## config.mk

```make
export PLATFORM = sky130hd
export DESIGN_NAME = map_loader
export DESIGN_NICKNAME = d
export VERILOG_FILES = /design/src/rtl/map_loader.sv
export SDC_FILE = /design/constraint.sdc
export NUM_CORES = 1
export LEC_CHECK = 0
export CORE_ASPECT_RATIO = 0.6
export CORE_MARGIN = 2
export CORE_UTILIZATION = 49
export DETAILED_ROUTE_END_ITERATION = 8
export PLACE_DENSITY = 0.86
export SYNTH_ARGS = -nofsm -noshare
export SYNTH_HDL_FRONTEND = slang
export SYNTH_SLANG_ARGS = --single-unit
export TNS_END_PERCENT = 100
```

## constraint.sdc

```tcl
create_clock -name i_clk -period 29.4 [get_ports i_clk]
set_input_delay 8.82 -clock i_clk [delete_from_list [all_inputs] [get_ports i_clk]]
set_output_delay 8.82 -clock i_clk [all_outputs]
set_load 0.1 [all_outputs]
```

## src/rtl/map_loader.sv

```systemverilog
// Game-start sequencer: draws a random map index, snapshots the selected map and
// visibility buses, then streams every cell into board storage over a valid/ready port.
module map_loader #(
  parameter int NUM_MAPS  = 15,
  parameter int CELLS     = 81,
  parameter int NO_REPEAT = 1
) (
  input  logic               i_clk,
  input  logic               i_rst_n,
  input  logic               i_start,
  input  logic               i_abort,
  input  logic [3:0]         i_random_number,
  output logic [3:0]         o_map_index,
  input  logic [4*CELLS-1:0] i_map_data,
  input  logic [2*CELLS-1:0] i_vis_data,
  output logic               o_wr_valid,
  input  logic               i_wr_ready,
  output logic [6:0]         o_wr_addr,
  output logic [3:0]         o_wr_value,
  output logic [1:0]         o_wr_vis,
  output logic               o_busy,
  output logic               o_done
);

  typedef enum logic [2:0] {
    S_IDLE,
    S_PICK,
    S_LATCH,
    S_STREAM,
    S_DONE
  } state_t;

  localparam logic [4:0] LP_MAX_MAP = 5'(NUM_MAPS);
  localparam logic [6:0] LP_LAST    = 7'(CELLS - 1);
  localparam bit         LP_NOREP   = (NO_REPEAT != 0) && (NUM_MAPS != 1);

  state_t     r_state;
  logic [6:0] r_cnt;
  logic [3:0] r_map_index;
  logic [3:0] r_prev_index;
  logic       r_prev_valid;
  logic       r_wr_valid;
  logic [3:0] r_wr_value;
  logic [1:0] r_wr_vis;
  logic       r_busy;
  logic       r_done;
  logic [3:0] r_cells [CELLS];
  logic [1:0] r_vis   [CELLS];

  logic [3:0] w_rnd_m1;
  logic       w_in_range;
  logic       w_repeat;
  logic       w_accept;
  logic [6:0] w_next_cnt;
  logic       w_fire;

  // The minus-one is only committed once the draw is known to be nonzero.
  assign w_rnd_m1   = i_random_number - 4'd1;
  assign w_in_range = (i_random_number != 4'd0) && ({1'b0, i_random_number} <= LP_MAX_MAP);
  assign w_repeat   = LP_NOREP && r_prev_valid && (w_rnd_m1 == r_prev_index);
  assign w_accept   = w_in_range && !w_repeat;
  assign w_next_cnt = r_cnt + 7'd1;
  assign w_fire     = r_wr_valid && i_wr_ready;

  // Snapshot isolates the stream from later changes on the selection buses.
  always_ff @(posedge i_clk) begin
    if (r_state == S_LATCH) begin
      for (int k = 0; k < CELLS; k++) begin
        r_cells[k] <= i_map_data[4*k +: 4];
        r_vis[k]   <= i_vis_data[2*k +: 2];
      end
    end
  end

  always_ff @(posedge i_clk or negedge i_rst_n) begin
    if (!i_rst_n) begin
      r_state      <= S_IDLE;
      r_cnt        <= '0;
      r_map_index  <= '0;
      r_prev_index <= '0;
      r_prev_valid <= 1'b0;
      r_wr_valid   <= 1'b0;
      r_wr_value   <= '0;
      r_wr_vis     <= '0;
      r_busy       <= 1'b0;
      r_done       <= 1'b0;
    end else if (i_abort) begin
      r_state    <= S_IDLE;
      r_wr_valid <= 1'b0;
      r_busy     <= 1'b0;
      r_done     <= 1'b0;
    end else begin
      case (r_state)
        S_IDLE: begin
          r_done <= 1'b0;
          if (i_start) begin
            r_state <= S_PICK;
            r_busy  <= 1'b1;
          end
        end
        S_PICK: begin
          if (w_accept) begin
            r_map_index <= w_rnd_m1;
            r_state     <= S_LATCH;
          end
        end
        // First cell comes straight from the buses since the snapshot loads on this edge.
        S_LATCH: begin
          r_cnt      <= '0;
          r_wr_valid <= 1'b1;
          r_wr_value <= i_map_data[3:0];
          r_wr_vis   <= i_vis_data[1:0];
          r_state    <= S_STREAM;
        end
        S_STREAM: begin
          if (w_fire) begin
            if (r_cnt == LP_LAST) begin
              r_wr_valid <= 1'b0;
              r_done     <= 1'b1;
              r_state    <= S_DONE;
            end else begin
              r_cnt      <= w_next_cnt;
              r_wr_value <= r_cells[w_next_cnt];
              r_wr_vis   <= r_vis[w_next_cnt];
            end
          end
        end
        S_DONE: begin
          r_done       <= 1'b0;
          r_busy       <= 1'b0;
          r_prev_index <= r_map_index;
          r_prev_valid <= 1'b1;
          r_state      <= S_IDLE;
        end
        default: r_state <= S_IDLE;
      endcase
    end
  end

  assign o_map_index = r_map_index;
  assign o_wr_valid  = r_wr_valid;
  assign o_wr_addr   = r_cnt;
  assign o_wr_value  = r_wr_value;
  assign o_wr_vis    = r_wr_vis;
  assign o_busy      = r_busy;
  assign o_done      = r_done;

endmodule

```

==> flow_metrics.env <==
export IMPL_outcome="completed"
export IMPL_critPathSlowestCell="clkdlybuf4s50_1"
export IMPL_pre_cts_slack_ns=18.24
export IMPL_post_cts_resized=0
export IMPL_h_tree_depth=2
export IMPL_cts_root_buffer="clkbuf_16"
export IMPL_wl_mm=56.4
export IMPL_clk_path_buf_depth=3
export IMPL_yosys_top_cells_area="edfxtp_1, mux4_2, dfrtp_1"
export IMPL_p_leak_nw=9.04
export IMPL_hpwl_mm=40.8
export IMPL_dr_pass1_iters=8
export IMPL_ant_nets=0
export IMPL_r2r_start="o_wr_addr[0]"
export IMPL_power_density_nw_per_um2=68.8
export IMPL_grt_max_degree=109
export IMPL_syn_mean_instance_area_um2=19.6
export IMPL_syn_inst=1033
export IMPL_clock_sinks=514
export IMPL_wl_met3_mm=4.31
export IMPL_rsz0062_at_grt="no"
export IMPL_finalHoldViolations=0
export IMPL_track_usage_pct=26.2
export IMPL_netlist_cell_type_count=61
export IMPL_ff2ff_path_depth=9
export IMPL_min_path_type="flip-flop to flip-flop"
export IMPL_max_cap_violations=0
export IMPL_num_vias=12100
export IMPL_reg2reg_to="o_wr_value[2]"
export IMPL_start_kind="flip-flop"
export IMPL_critPathLaunch="o_wr_addr[2]"
export IMPL_die_h_um=162
export IMPL_wl_met1_mm=22.1
export IMPL_path_buf_inv=1
export IMPL_synth_edf_count=486
export IMPL_crit_family="buffers and inverters"
export IMPL_hp_start="r_prev_valid"
export IMPL_synth_cell_area_um2=20300
export IMPL_place_congestion=0.872
export IMPL_grt_pass1_wl_mm=81.6
export IMPL_worstPathArrival_ns=2.68
export IMPL_drc=0
export IMPL_highest_layer="met4"
export IMPL_r2r_setup_slack_ns=24.89
export IMPL_cp_num_cells=1
export IMPL_syn_to_final_growth_pct=36.0
export IMPL_ys_seq_area_share_pct=75.4
export IMPL_hold_path_depth=1
export IMPL_tightest_slew_ns=1.24
export IMPL_max_freq_mhz=87.0
export IMPL_drive_above_1_share_pct=13.9
export IMPL_io_pins=515
export IMPL_finClkSkew_ns=0.0182
export IMPL_wire_per_inst_um=26.4
export IMPL_setup_viol=0
export IMPL_syn_nets=1531
export IMPL_ys_warn_count=0
export IMPL_period_share_pct=39.1
export IMPL_peakVddDrop_mv=0.0413
export IMPL_start_util_pct=49.9
export IMPL_finalPower_w=0.00190
export IMPL_num_fill_cells=2657
export IMPL_grt_pass1_vias=12900
export IMPL_numCtsBuffers=47
export IMPL_ys_flop_type="edfxtp_1"
export IMPL_setup_tns_final_ns=0
export IMPL_coreArea_um2=40700
export IMPL_die_area_um2=43100
export IMPL_setup_slack_ns=17.90
export IMPL_endpoint_kind="primary output"
export IMPL_wl_met2_mm=28.2
export IMPL_synth_top_area_cell="edfxtp_1"
export IMPL_drt_iter0_markers=1315
export IMPL_yosysTopAreaCellShare_pct=72.0
export IMPL_crit_path_cell_trace="clkdlybuf4s50_1"
export IMPL_clkTransAtPathRegs_ns=0.07
export IMPL_antenna_found_initial=5
export IMPL_drv_slew=0
export IMPL_ys_ff_latch=514
export IMPL_die_x_um=267
export IMPL_layout_nets=2064
export IMPL_cts_hold_buf=0
export IMPL_cpPeakStageDelay_ns=1.31
export IMPL_path_class="flip-flop to primary output"
export IMPL_rows=57
export IMPL_via_per_inst=5.66
export IMPL_grt_overflow_total=0
export IMPL_min_to="r_prev_valid"
export IMPL_postCtsSetupBuffers=0
export IMPL_cts_tree="built"
export IMPL_cp_required_ns=20.58
export IMPL_period_minus_slack_ns=11.50
export IMPL_async_reset_ff_share_pct=5.45
export IMPL_crit_fanout=14
export IMPL_clk_latency_ns=0.58
export IMPL_slew_headroom_pct=16.9
export IMPL_portBuffers=514
[cells in the final DEF (no fill, tap or decap), types with 5 or more instances in the layout]
cell type / n
clkdlybuf4s50_1: 514
edfxtp_1: 486
mux4_2: 105
nand2_1: 101
clkbuf_16: 47
dfrtp_1: 27
nor2_1: 25
o21ai_0: 24
mux2i_1: 24
nand3_1: 24
buf_4: 19
a32oi_1: 12
a31oi_1: 11
inv_1: 9
mux2_2: 9
clkbuf_1: 9
clkinv_2: 9
or4_1: 8
a211oi_1: 7
nand4_1: 7
bufinv_16: 7
and2_1: 6
a21o_1: 6
a21oi_1: 6
xor2_1: 6
or3_1: 6
clkinv_1: 5
nor3_1: 5
o31ai_1: 5
[area by class of cell]
cell class	instances	area [um2]	share of cell area, %
Clock inverter	31	392	1.42
Multi-Input combinational cell	459	4670	16.9
Tap cell	531	664	2.41
Timing Repair Buffer	534	5310	19.2
Sequential cell	514	15300	55.4
Inverter	10	37.5	0.136
Clock buffer	56	1210	4.39
Antenna cell	4	10.0	0.0363
[flip-flops by register name, summed over array words and instances (netlist names)]
register      flops
o_busy            1
r_prev_index      4
o_wr_vis          2
o_wr_value        4
o_done            1
o_map_index       4
r_vis           162
r_state           3
r_cells         324
o_wr_valid        1
o_wr_addr         7
r_prev_valid      1
[cell families after synthesis]
family / Yosys count / synth area share, %
flops: 514 / 75.4
simple gates: 202 / 4.68
mux: 142 / 13.9
compound gates: 99 / 3.41
buf+inv: 60 / 1.84
xor+xnor: 13 / 0.598
fa+ha+maj: 3 / 0.185
[Yosys cell counts, types with 3 or more instances]
master / count
a41oi_1: 3
a32oi_1: 12
a211oi_1: 7
o31ai_1: 6
o21ai_1: 3
nor2_1: 26
inv_1: 9
mux2_2: 9
nand3_1: 24
xor2_1: 6
nand2b_1: 4
buf_4: 13
edfxtp_1: 486
a31o_1: 3
nand4_1: 7
a31oi_1: 11
mux2i_1: 24
or3_1: 6
mux4_1: 4
xnor2_1: 6
buf_2: 19
nor3_1: 5
a21o_1: 6
and2_1: 6
clkbuf_1: 10
a21oi_1: 6
nand2_1: 101
mux4_2: 105
buf_6: 5
or4_1: 8
ha_1: 3
dfrtp_1: 28
o21ai_0: 24
[how the worst max path moves through the flow]
| stage | endpoint | slack, ns |
|---|---|---|
| CTS | o_wr_addr[2] | 17.89 |
| finish | o_wr_addr[2] | 17.90 |
| global placement | o_map_index[0] | 18.33 |
| detailed placement | o_map_index[0] | 18.24 |
| global route | o_wr_addr[2] | 17.85 |
| floorplan | r_cells[0][0] | 7.12 |
[layer usage]
layer,vias to the layer above,global-route usage (%)
li1,5287,-
met1,6128,34.5
met4,0,8.86
met5,-,0
met2,581,43.7
met3,107,5.78
[power breakdown]
part / internal, W / switching (W)
clock: 0.000361 / 0.000278
combinational: 0.000145 / 0.000204
sequential: 0.000884 / 0.0000239
total: 0.00139 / 0.000507
[stage by stage]
step	instance area, um2	util [%]	hold WS [ns]	std cells
4_1_cts	27600	67.8	0.476	2135
5_1_grt	27600	67.9	0.498	2138
3_3_place_gp	26000	63.9	0.475	2048
2_1_floorplan	20300	-	0.439	1033
6_report	27600	67.9	0.479	2139
3_5_place_dp	26000	63.9	0.465	2048
Power figures use the tool's default switching activity.
